<file path="src/rtl/cpu_mem_pkg.sv">
// Shared definitions for the load/store unit: FSM encoding, default lowest
// implemented RAM address and event-counter width.
package cpu_mem_pkg;

    typedef enum logic [1:0] {
        IDLE  = 2'd0,
        WRITE = 2'd1,
        READ  = 2'd2,
        RESP  = 2'd3
    } lsu_state_e;

    localparam int ADDR_MIN_DEF = 7;
    localparam int CNT_W        = 8;

endpackage

</file>
<file path="src/rtl/sat_counter.sv">
// Event counter that increments when enabled and sticks at its maximum value.
module sat_counter
    import cpu_mem_pkg::*;
#(
    parameter int W = CNT_W
) (
    input  logic         clk,
    input  logic         rst_n,
    input  logic         en,
    output logic [W-1:0] count
);

    logic [W-1:0] count_q;
    logic [W-1:0] count_d;

    // Next count: step by one unless already at all-ones.
    always_comb begin
        count_d = count_q;
        if (en && (count_q != '1)) begin
            count_d = count_q + 1'b1;
        end
    end

    // Counter register.
    // NOTE: state registers use non-blocking assignments so every flop samples pre-edge values.
    always_ff @(posedge clk or negedge rst_n) begin
        if (!rst_n) begin
            count_q <= '0;
        end else begin
            count_q <= count_d;
        end
    end

    assign count = count_q;

endmodule

</file>
<file path="src/rtl/load_store_unit.sv">
// Single-outstanding load/store unit between a core request/response port and
// a data RAM with a synchronous write port and a combinational read port.
// Addresses below ADDR_MIN fault without touching the RAM.
module load_store_unit
    import cpu_mem_pkg::*;
#(
    parameter int ADDR_W   = 5,
    parameter int DATA_W   = 8,
    parameter int ADDR_MIN = ADDR_MIN_DEF
) (
    input  logic              clk,
    input  logic              rst_n,
    input  logic              req_valid,
    output logic              req_ready,
    input  logic              req_wr,
    input  logic [ADDR_W-1:0] req_adrs,
    input  logic [DATA_W-1:0] req_wdata,
    output logic              rsp_valid,
    input  logic              rsp_ready,
    output logic [DATA_W-1:0] rsp_rdata,
    output logic              rsp_fault,
    output logic              ram_en,
    output logic              ram_wr,
    output logic [ADDR_W-1:0] ram_adrs_a,
    output logic [DATA_W-1:0] ram_data_in,
    output logic [ADDR_W-1:0] ram_adrs_b,
    input  logic [DATA_W-1:0] ram_data_out,
    output logic [CNT_W-1:0]  cnt_load,
    output logic [CNT_W-1:0]  cnt_store,
    output logic [CNT_W-1:0]  cnt_fault
);

    localparam logic [ADDR_W-1:0] ADDR_MIN_L = ADDR_W'(ADDR_MIN);

    lsu_state_e        state_q, state_d;
    logic              wr_q, wr_d;
    logic [ADDR_W-1:0] adrs_q, adrs_d;
    logic [DATA_W-1:0] wdata_q, wdata_d;
    logic              fault_q, fault_d;
    logic [DATA_W-1:0] rdata_q, rdata_d;
    logic              rsp_hs;

    // Next-state, request capture and RAM strobes.
    // NOTE: every signal gets a default first so no path leaves one unassigned (no latches).
    always_comb begin
        state_d   = state_q;
        wr_d      = wr_q;
        adrs_d    = adrs_q;
        wdata_d   = wdata_q;
        fault_d   = fault_q;
        rdata_d   = rdata_q;
        req_ready = 1'b0;
        rsp_valid = 1'b0;
        ram_en    = 1'b0;
        ram_wr    = 1'b0;
        unique case (state_q)
            IDLE: begin
                req_ready = 1'b1;
                if (req_valid) begin
                    wr_d    = req_wr;
                    adrs_d  = req_adrs;
                    wdata_d = req_wdata;
                    rdata_d = '0;
                    if (req_adrs < ADDR_MIN_L) begin
                        fault_d = 1'b1;
                        state_d = RESP;
                    end else begin
                        fault_d = 1'b0;
                        state_d = req_wr ? WRITE : READ;
                    end
                end
            end
            WRITE: begin
                ram_en  = 1'b1;
                ram_wr  = 1'b1;
                state_d = RESP;
            end
            READ: begin
                rdata_d = ram_data_out;
                state_d = RESP;
            end
            RESP: begin
                rsp_valid = 1'b1;
                if (rsp_ready) begin
                    state_d = IDLE;
                end
            end
            default: state_d = IDLE;
        endcase
    end

    // State and latched-request registers; reset drops any in-flight access.
    always_ff @(posedge clk or negedge rst_n) begin
        if (!rst_n) begin
            state_q <= IDLE;
            wr_q    <= 1'b0;
            adrs_q  <= '0;
            wdata_q <= '0;
            fault_q <= 1'b0;
            rdata_q <= '0;
        end else begin
            state_q <= state_d;
            wr_q    <= wr_d;
            adrs_q  <= adrs_d;
            wdata_q <= wdata_d;
            fault_q <= fault_d;
            rdata_q <= rdata_d;
        end
    end

    // Both RAM ports always see the latched address, so the read port never
    // follows the raw request bus.
    assign ram_adrs_a  = adrs_q;
    assign ram_adrs_b  = adrs_q;
    assign ram_data_in = wdata_q;
    assign rsp_rdata   = rdata_q;
    assign rsp_fault   = fault_q;

    assign rsp_hs = (state_q == RESP) && rsp_ready;

    sat_counter #(.W(CNT_W)) u_cnt_load (
        .clk   (clk),
        .rst_n (rst_n),
        .en    (rsp_hs && !fault_q && !wr_q),
        .count (cnt_load)
    );

    sat_counter #(.W(CNT_W)) u_cnt_store (
        .clk   (clk),
        .rst_n (rst_n),
        .en    (rsp_hs && !fault_q && wr_q),
        .count (cnt_store)
    );

    sat_counter #(.W(CNT_W)) u_cnt_fault (
        .clk   (clk),
        .rst_n (rst_n),
        .en    (rsp_hs && fault_q),
        .count (cnt_fault)
    );

endmodule

</file>
<file path="config.mk">
export PLATFORM = sky130hd
export DESIGN_NAME = load_store_unit
export DESIGN_NICKNAME = d
export VERILOG_FILES = /design/src/rtl/cpu_mem_pkg.sv /design/src/rtl/sat_counter.sv /design/src/rtl/load_store_unit.sv
export SDC_FILE = /design/constraint.sdc
export NUM_CORES = 1
export LEC_CHECK = 0
export CAP_MARGIN = 20
export CORE_MARGIN = 5
export CORE_UTILIZATION = 35
export CTS_CLUSTER_SIZE = 25
export DETAILED_ROUTE_END_ITERATION = 10
export MAX_ROUTING_LAYER = met4
export SYNTH_ARGS = -nofsm -noshare
export SYNTH_HDL_FRONTEND = slang
export SYNTH_SLANG_ARGS = --single-unit
</file>
<file path="constraint.sdc">
create_clock -name clk -period 2.18 [get_ports clk]
set_clock_uncertainty 0.1 [all_clocks]
set_input_delay 0.327 -clock clk [delete_from_list [all_inputs] [get_ports clk]]
set_output_delay 0.327 -clock clk [all_outputs]
set_load 0.005 [all_outputs]
</file>
==> results.sh <==
export IMPL_portBuffers=80
export IMPL_synth_edff_count=0
export IMPL_syn2layout_area_growth_pct=42.88
export IMPL_cap_violations=0
export IMPL_clock_latency_ps=290
export IMPL_synth_async_reset_ratio_pct=100.0
export IMPL_layout_commonest_cell="clkdlybuf4s50_1"
export IMPL_initial_utilization_pct=36.39
export IMPL_drt_iter0_drc=32
export IMPL_worst_pin_slew_ps=621.5
export IMPL_grt_pass1_vias=1700
export IMPL_vias=1725
export IMPL_fin_crit_ps=2032
export IMPL_cellLeakagePower_nw=1.415
export IMPL_design_core_area_mm2=0.006422
export IMPL_nets=303
export IMPL_endpoint_kind="primary output"
export IMPL_synth_cell_types=40
export IMPL_grt_busiest_layer="met2"
export IMPL_dieArea_mm2=0.008413
export IMPL_ir_worst_vdd_v=0.0006028
export IMPL_drv_slew=0
export IMPL_setup_viol=0
export IMPL_root_buffer="clkbuf_8"
export IMPL_viasPerCell=4.971
export IMPL_met3_usage_pct=3.437
export IMPL_routed_wl_mm=5.142
export IMPL_drc=0
export IMPL_critPathArrivalTime_ps=1600
export IMPL_antenna_found_initial=0
export IMPL_power_density_mw_per_mm2=1153
export IMPL_cp_startpoint="state_q[1]$_DFFE_PN0P_"
export IMPL_ys_warn_count=0
export IMPL_hold_viol=0
export IMPL_required_ps=1750
export IMPL_die_x_um=91.72
export IMPL_drt_pre_antenna_iters=4
export IMPL_grt_start_max_net_pins=29
export IMPL_path_class="flip-flop to primary output"
export IMPL_slew_headroom_pct=58.29
export IMPL_cp_max_fo=4
export IMPL_status="completed"
export IMPL_cts_resized=0
export IMPL_clock_sinks=49
export IMPL_rows=29
export IMPL_seq_area_frac_synth_pct=52.46
export IMPL_htreeDepth=2
export IMPL_syn_inst=188
export IMPL_cts_setup_buffers=0
export IMPL_ant_nets=0
export IMPL_ctsLongestPathBuffers=2
export IMPL_cp_start_kind="flip-flop"
export IMPL_worst_hold_slack_ps=413.6
export IMPL_reg2reg_from="u_cnt_load.count[0]$_DFFE_PN0P_"
export IMPL_syn_area_per_cell_um2=12.43
export IMPL_grt_usage_pct=12.70
export IMPL_routedWlPerCell_um=14.82
export IMPL_gr_usage_met2_pct=19.17
export IMPL_ys_ff_latch=49
export IMPL_min_path_type="flip-flop to flip-flop"
export IMPL_numCtsBuffers=5
export IMPL_tritoncts="yes"
export IMPL_gp_congestion=0.7791
export IMPL_min_period_over_period_pct=93.21
export IMPL_max_freq_mhz=492.1
export IMPL_mostFrequentLayoutCells="clkdlybuf4s50_1, dfrtp_1, mux2_2, nand2_1"
export IMPL_met1_usage_pct=16.66
export IMPL_clk_pin_slew_worst_paths_ps=90
export IMPL_io_pins=81
export IMPL_drive_gt1_share_pct=12.59
export IMPL_utilization_pct=52.00
export IMPL_n_antenna_cell=0
export IMPL_instances_no_fill=347
export IMPL_grt_setup_unrepaired="false"
export IMPL_grt_overflow=0
export IMPL_worstHoldStart="ram_data_in[3]$_DFFE_PN0P_"
export IMPL_finalSetupTns_ps=0
export IMPL_syn_nets=222
export IMPL_grt_first_pass_wirelength_mm=8.487
export IMPL_die_y_um=91.72
export IMPL_dp_cells=338
export IMPL_synth_ff_type="dfrtp_1"
export IMPL_syn_area_mm2=0.002337
export IMPL_fillers=583
export IMPL_hpwl_mm=3.968
-- registers in the layout (all words and copies together) (netlist names) --
register,count
ram_adrs_a,5
ram_data_in,8
rsp_fault,1
rsp_rdata,8
state_q,2
u_cnt_fault.count,8
u_cnt_load.count,8
u_cnt_store.count,8
wr_q,1
-- metal layers --
layer | up-vias | share of wire (%)
li1 | 845 | -
met1 | 828 | 47
met2 | 50 | 46
met3 | 2 | 6.1
met4 | 0 | 0.97
met5 | - | 0
-- synth_stat cells, types with 4 or more instances --
| cell | count | area share, % |
|---|---|---|
| dfrtp_1 | 49 | 52 |
| xnor2_1 | 10 | 3.7 |
| nand2_1 | 15 | 2.4 |
| inv_1 | 5 | 0.80 |
| nand4_1 | 7 | 1.9 |
| buf_4 | 7 | 2.2 |
| mux2_1 | 10 | 4.8 |
| a22o_1 | 8 | 3.0 |
| o211ai_1 | 4 | 1.3 |
| ha_1 | 8 | 4.3 |
| mux2_2 | 15 | 7.2 |
| and3_1 | 5 | 1.3 |
| and2_1 | 4 | 1.1 |
| nand3_1 | 5 | 1.1 |
-- worst max-delay path: stages, from the launching register on --
cell and delay, ps:
dfrtp_1 430, inv_1 110, ha_1 230, clkdlybuf4s50_1 540
-- logic make-up (layout without fill, tap and decap cells) --
kind of cell,Yosys count,count (layout),synth area share (%)
buf+inv,14,96,3.426
fa+ha+maj,8,8,4.283
compound gates,30,30,9.957
xor+xnor,12,12,4.497
flops,49,49,52.46
simple gates,50,50,13.33
mux,25,25,12.04
-- final timing paths --
check	endpoint	slack, ps	cells after the start
setup / recovery	req_ready	150	3
hold / removal	ram_data_in[3]$_DFFE_PN0P_	410	1
hold reg to reg	ram_data_in[3]$_DFFE_PN0P_	410	1
max in group asynchronous	u_cnt_store.count[3]$_DFFE_PN0P_	1020	3
min in group asynchronous	ram_data_in[7]$_DFFE_PN0P_	430	2
setup reg to reg	u_cnt_load.count[1]$_DFFE_PN0P_	380	4
-- power by group --
group	total, mW	switching [mW]	internal [mW]
combinational	1.61	0.570	1.04
clock	0.754	0.298	0.456
sequential	1.49	0.265	1.22
-- final cells by class --
| type | count | area, µm² | area share [%] |
|---|---|---|---|
| sequential | 49 | 1226 | 36.72 |
| multi-input combinational | 125 | 1031 | 30.87 |
| timing repair buffer | 83 | 833.3 | 24.95 |
| tap | 77 | 96.34 | 2.885 |
| clock buffer | 5 | 68.82 | 2.061 |
| clock inverter | 3 | 65.06 | 1.948 |
| inverter | 5 | 18.77 | 0.5620 |
-- metrics by stage --
step / power, mW / worst slack (ps) / cell area [µm²]
after global routing: 4.151 / 27.98 / 3339
after global placement: 3.144 / 200.3 / 3196
after floorplan: 2.245 / 496.6 / 2337
after detailed placement: 3.153 / 173.8 / 3196
after CTS: 3.937 / 105.0 / 3339
final: 3.852 / 148.1 / 3339
-- repair_timing --
action | in CTS | in global routing
endpoints found under the setup margin | 0 | 0
hold buffers | 1 | 0
endpoints found under the hold margin | 21 | 0
Note: power is estimated with default switching activity, not from simulation.
